--- src/rtl/prga_decrypt_fsm.sv ---
// RC4 PRGA stage: per byte swaps S[i]/S[j], fetches keystream f, writes f ^ rom byte to RAM.
// Latency: 9 cycles per byte; finish pulses 9*MSG_LENGTH+1 cycles after the start edge.
// No backpressure: memories are fixed 1-cycle latency; start is ignored while busy.
module prga_decrypt_fsm #(
    parameter int MSG_LENGTH = 32,
    parameter int MSG_ADDR_W = 5
) (
    input  logic                  clock,
    input  logic                  reset,
    input  logic                  start,
    output logic                  finish,
    output logic [7:0]            s_address,
    output logic [7:0]            s_data,
    output logic                  s_wren,
    input  logic [7:0]            s_q,
    output logic [MSG_ADDR_W-1:0] rom_address,
    input  logic [7:0]            rom_q,
    output logic [MSG_ADDR_W-1:0] ram_address,
    output logic [7:0]            ram_data,
    output logic                  ram_wren
);

    localparam logic [MSG_ADDR_W-1:0] K_LAST = MSG_ADDR_W'(MSG_LENGTH - 1);

    typedef enum logic [3:0] {
        IDLE,
        SI_ADDR,
        SI_DATA,
        SJ_ADDR,
        SJ_DATA,
        WR_I,
        WR_J,
        F_ADDR,
        F_DATA,
        WR_OUT,
        DONE
    } state_t;

    state_t state, state_nxt;

    logic [7:0]            i, j, si, sj, f, enc;
    logic [MSG_ADDR_W-1:0] k;
    logic [7:0]            f_index;

    // keystream lookup index, modulo 256 by width
    assign f_index = si + sj;

    // state register
    always_ff @(posedge clock or posedge reset) begin
        if (reset) begin
            state <= IDLE;
        end else begin
            state <= state_nxt;
        end
    end

    // datapath registers, updated according to the state being left
    always_ff @(posedge clock or posedge reset) begin
        if (reset) begin
            i   <= 8'd0;
            j   <= 8'd0;
            k   <= '0;
            si  <= 8'd0;
            sj  <= 8'd0;
            f   <= 8'd0;
            enc <= 8'd0;
        end else begin
            case (state)
                IDLE: begin
                    if (start) begin
                        i <= 8'd0;
                        j <= 8'd0;
                        k <= '0;
                    end
                end
                SI_ADDR: i <= i + 8'd1;
                SI_DATA: begin
                    si <= s_q;
                    j  <= j + s_q;
                end
                SJ_DATA: sj <= s_q;
                F_DATA: begin
                    f   <= s_q;
                    enc <= rom_q;
                end
                WR_OUT: begin
                    if (k != K_LAST) begin
                        k <= k + MSG_ADDR_W'(1);
                    end
                end
                default: ;
            endcase
        end
    end

    // next state and bus outputs; everything defaults to 0 so the wired-OR S bus stays clean
    always_comb begin
        state_nxt   = state;
        finish      = 1'b0;
        s_address   = 8'd0;
        s_data      = 8'd0;
        s_wren      = 1'b0;
        rom_address = '0;
        ram_address = '0;
        ram_data    = 8'd0;
        ram_wren    = 1'b0;
        case (state)
            IDLE: begin
                if (start) begin
                    state_nxt = SI_ADDR;
                end
            end
            SI_ADDR: begin
                s_address = i + 8'd1;
                state_nxt = SI_DATA;
            end
            SI_DATA: begin
                // i already advanced, so this holds the address presented last cycle
                s_address = i;
                state_nxt = SJ_ADDR;
            end
            SJ_ADDR: begin
                s_address = j;
                state_nxt = SJ_DATA;
            end
            SJ_DATA: begin
                s_address = j;
                state_nxt = WR_I;
            end
            WR_I: begin
                s_address = i;
                s_data    = sj;
                s_wren    = 1'b1;
                state_nxt = WR_J;
            end
            WR_J: begin
                // when i == j both writes hit one location with the same value
                s_address = j;
                s_data    = si;
                s_wren    = 1'b1;
                state_nxt = F_ADDR;
            end
            F_ADDR: begin
                s_address   = f_index;
                rom_address = k;
                state_nxt   = F_DATA;
            end
            F_DATA: begin
                s_address   = f_index;
                rom_address = k;
                state_nxt   = WR_OUT;
            end
            WR_OUT: begin
                ram_address = k;
                ram_data    = f ^ enc;
                ram_wren    = 1'b1;
                state_nxt   = (k == K_LAST) ? DONE : SI_ADDR;
            end
            DONE: begin
                finish    = 1'b1;
                state_nxt = IDLE;
            end
            default: state_nxt = IDLE;
        endcase
    end

endmodule

--- config.mk ---
export PLATFORM = sky130hd
export DESIGN_NAME = prga_decrypt_fsm
export DESIGN_NICKNAME = d
export VERILOG_FILES = /design/src/rtl/prga_decrypt_fsm.sv
export SDC_FILE = /design/constraint.sdc
export NUM_CORES = 1
export LEC_CHECK = 0
export CAP_MARGIN = 0
export CORE_MARGIN = 5
export CORE_UTILIZATION = 58
export DETAILED_ROUTE_END_ITERATION = 7
export PLACE_DENSITY = 0.85
export SETUP_SLACK_MARGIN = 0.02
export SLEW_MARGIN = 25
export SYNTH_ARGS = -nofsm -noshare
export SYNTH_HDL_FRONTEND = slang
export SYNTH_SLANG_ARGS = --single-unit
--- constraint.sdc ---
create_clock -name clock -period 4.8 [get_ports clock]
set_input_delay 0.96 -clock clock [delete_from_list [all_inputs] [get_ports clock]]
set_output_delay 0.96 -clock clock [all_outputs]
set_load 0.02 [all_outputs]
==> impl_metrics.env, run 1 <==
export IMPL_die_y_um=88.3
export IMPL_start_util_pct=59.7
export IMPL_arrival_ps=3290
export IMPL_critPathRequiredTime_ps=3840
export IMPL_pre_cts_ws_ps=966
export IMPL_whs_ps=495
export IMPL_async_flop_share_pct=100
export IMPL_cts_max_path_buffers=2
export IMPL_finalHoldViolCount=0
export IMPL_startpoint="state[0]"
export IMPL_final_max_slew_viol_count=0
export IMPL_critPathLaunchType="flip-flop"
export IMPL_grt_pass1_vias=2883
export IMPL_grt_pass1_wl_um=14000
export IMPL_path_max_fanout=18
export IMPL_synth_edf_count=0
export IMPL_reg2reg_to="k[3]"
export IMPL_die_w_um=88.3
export IMPL_critPathSlowestCell="dfrtp_1"
export IMPL_seq_area_frac_synth_pct=40.1
export IMPL_cts_tree="built"
export IMPL_power_total_uw=2930
export IMPL_critPathMaxStageDelay_ps=750
export IMPL_hp_class="reg2reg"
export IMPL_fillers=425
export IMPL_crit_type="reg2out"
export IMPL_tightest_slew_ps=820
export IMPL_drive_gt1_share_pct=15.3
export IMPL_final_util_pct=73.0
export IMPL_setup_viol=0
export IMPL_diodes=0
export IMPL_htreeDepth=3
export IMPL_min_period_ps=4250
export IMPL_worst_r2r_cell_count=6
export IMPL_synth_warnings=0
export IMPL_gp_congestion=0.875
export IMPL_post_cts_buffers=0
export IMPL_synth_top_area_share_pct=40.1
export IMPL_crit_end="s_address[6]"
export IMPL_ir_drop_uv=399
export IMPL_maxCapViolations=0
export IMPL_cts_clk_slew_worst_paths_ps=70
export IMPL_syn_to_final_growth_pct=22.3
export IMPL_clk_latency_ps=350
export IMPL_drt_iter0_markers=137
export IMPL_post_drt_wl_per_cell_um=17.6
export IMPL_rr_startpoint="state[0]"
export IMPL_numCtsBuffers=9
export IMPL_outcome="finished clean"
export IMPL_rsz0062_at_grt="false"
export IMPL_drt_antenna_violating_nets=0
export IMPL_syn_area_per_cell_um2=10.2
export IMPL_dieArea_mm2=0.00780
export IMPL_cts_sinks=57
export IMPL_ctsHoldBuffers=0
export IMPL_hpwlAfterDp_um=6210
export IMPL_ys_flop_type="dfrtp_1"
export IMPL_first_pass_iters=4
export IMPL_yosys_top_cells_area="dfrtp_1, mux2_2, ha_1, xnor2_1, o21ai_0"
export IMPL_viasPerCell=6.05
export IMPL_vias=2912
export IMPL_route_final_wire_length_um=8480
export IMPL_synth_top_area_cell="dfrtp_1"
export IMPL_placementRows=28
export IMPL_grt_ovfl_total=0
export IMPL_layout_nets=439
export IMPL_grt_max_degree=58
export IMPL_synthTopCellsByCount="dfrtp_1, mux2_2, nor2_1"
export IMPL_cts_resized=0
export IMPL_crit_path_end_kind="output port"
export IMPL_io_pin_count=56
export IMPL_core_area_mm2=0.00596
export IMPL_timing_final_crit_share_pct=88.6
export IMPL_synth_area_mm2=0.00356
export IMPL_worst_slack_ps=545
export IMPL_fin_worst_skew_ps=8.19
export IMPL_synth_most_common_cell="dfrtp_1"
export IMPL_synth_nets=385
export IMPL_antenna_found_initial=0
export IMPL_cts_root_buffer="clkbuf_8"
export IMPL_grt_use_total_pct=23.5
export IMPL_drcViolationCount=0
export IMPL_synthCells=347
export IMPL_setup_tns_final_ps=0
export IMPL_slew_headroom_pct=45.1
export IMPL_p_leak_uw=0.00186
export IMPL_ys_types=51
export IMPL_power_density_mw_per_mm2=674
export IMPL_rrSetupSlack_ps=2550
export IMPL_io_buffers=55
export IMPL_max_freq_ghz=0.235
export IMPL_path_cells="nor2b_1, mux2i_1, nor2_1, o21ai_0, o211ai_1, clkdlybuf4s50_1"
export IMPL_ys_ff_latch=57
critical path, delay by kind of cell, from the launching register on:
kind | cells | cell delay [ps]
multiplexers | 1 | 210
AO/OA/AOI/OAI | 2 | 330
buffers and inverters | 1 | 630
flip-flops | 1 | 750
AND/OR/NAND/NOR | 2 | 1010
state kept, by name, summed over array words and instances, names as in the netlist:
name / count
enc: 8
f: 8
i: 8
j: 8
si: 8
sj: 8
k: 5
state: 4
layout by cell type, fill, tap and decap left out, types with 3 or more instances in the layout:
cell,instances
dfrtp_1,57
clkdlybuf4s50_1,55
mux2_2,34
nor2_1,32
nand2_1,28
o21ai_0,24
ha_1,17
xnor2_1,15
a21oi_1,12
and2_1,11
a22oi_1,9
clkbuf_8,9
nand3_1,8
xor2_1,7
nand3b_1,6
a22o_1,6
nor3_1,5
nand2b_1,4
and3_1,4
a21o_1,4
nor4b_4,3
nor3b_1,3
o21ai_1,3
inv_1,3
o211ai_1,3
o31ai_1,3
layer usage:
| layer | global-route usage [%] | wire [um] |
|---|---|---|
| met1 | 30.5 | 3580 |
| met2 | 37.8 | 4220 |
| met4 | 11.0 | 248 |
| met5 | 0 | 0 |
| met3 | 4.84 | 430 |
per-stage QoR:
stage	instance area, um^2	cells
floorplan	3560	347
global placement	4130	464
detailed placement	4140	465
CTS	4350	481
global route	4350	481
finish	4350	481
area by class of cell:
| type | instances | area, um^2 | share of cell area (%) |
|---|---|---|---|
| clock inverters | 5 | 80.1 | 1.84 |
| repair buffers | 58 | 577 | 13.3 |
| multi-input cells | 270 | 2020 | 46.5 |
| clock buffers | 11 | 131 | 3.02 |
| inverters | 5 | 18.8 | 0.432 |
| flip-flops and latches | 57 | 1430 | 32.8 |
| well taps | 75 | 93.8 | 2.16 |
kinds of logic (layout without fill, tap and decap cells):
| family | after synthesis | count (layout) | synth area share, % |
|---|---|---|---|
| adder cells (fa/ha/maj) | 19 | 19 | 7.11 |
| XOR/XNOR | 22 | 22 | 5.42 |
| AO/OA/AOI/OAI | 79 | 79 | 15.5 |
| flip-flops | 57 | 57 | 40.1 |
| buffers and inverters | 20 | 79 | 3.03 |
| AND/OR/NAND/NOR | 114 | 114 | 17.5 |
| multiplexers | 36 | 36 | 11.3 |
power breakdown:
| part | switching [uW] | total [uW] | internal, uW |
|---|---|---|---|
| clock network | 205 | 496 | 292 |
| logic | 790 | 1520 | 734 |
| registers | 240 | 909 | 669 |
worst min path at each step:
| stage | from | end | cells past startpoint |
|---|---|---|---|
| 2_1_floorplan | i[7] | i[7] | 1 |
| 3_3_place_gp | i[7] | i[7] | 1 |
| 3_5_place_dp | i[7] | i[7] | 1 |
| 4_1_cts | i[7] | i[7] | 1 |
| 5_1_grt | i[7] | i[7] | 1 |
| 6_report | i[7] | i[7] | 1 |
No activity file was read; power rests on OpenSTA's default activity.
==> inputs of run 2 (changes only) <==
--- a/config.mk
+++ b/config.mk
@@ -8,6 +8,7 @@
 export CAP_MARGIN = 0
 export CORE_MARGIN = 5
 export CORE_UTILIZATION = 58
+export CTS_CLUSTER_SIZE = 28
 export DETAILED_ROUTE_END_ITERATION = 7
 export PLACE_DENSITY = 0.85
 export SETUP_SLACK_MARGIN = 0.02
==> results of run 2 <==
Same layout as run 1: the final DEF is identical, and so are final timing and power.
==> inputs of run 3 (changes only) <==
--- a/config.mk
+++ b/config.mk
@@ -8,7 +8,6 @@
 export CAP_MARGIN = 0
 export CORE_MARGIN = 5
 export CORE_UTILIZATION = 58
-export CTS_CLUSTER_SIZE = 28
 export DETAILED_ROUTE_END_ITERATION = 7
 export PLACE_DENSITY = 0.85
 export SETUP_SLACK_MARGIN = 0.02
==> results of run 3 <==
Same layout as run 1: the final DEF is identical, and so are final timing and power.
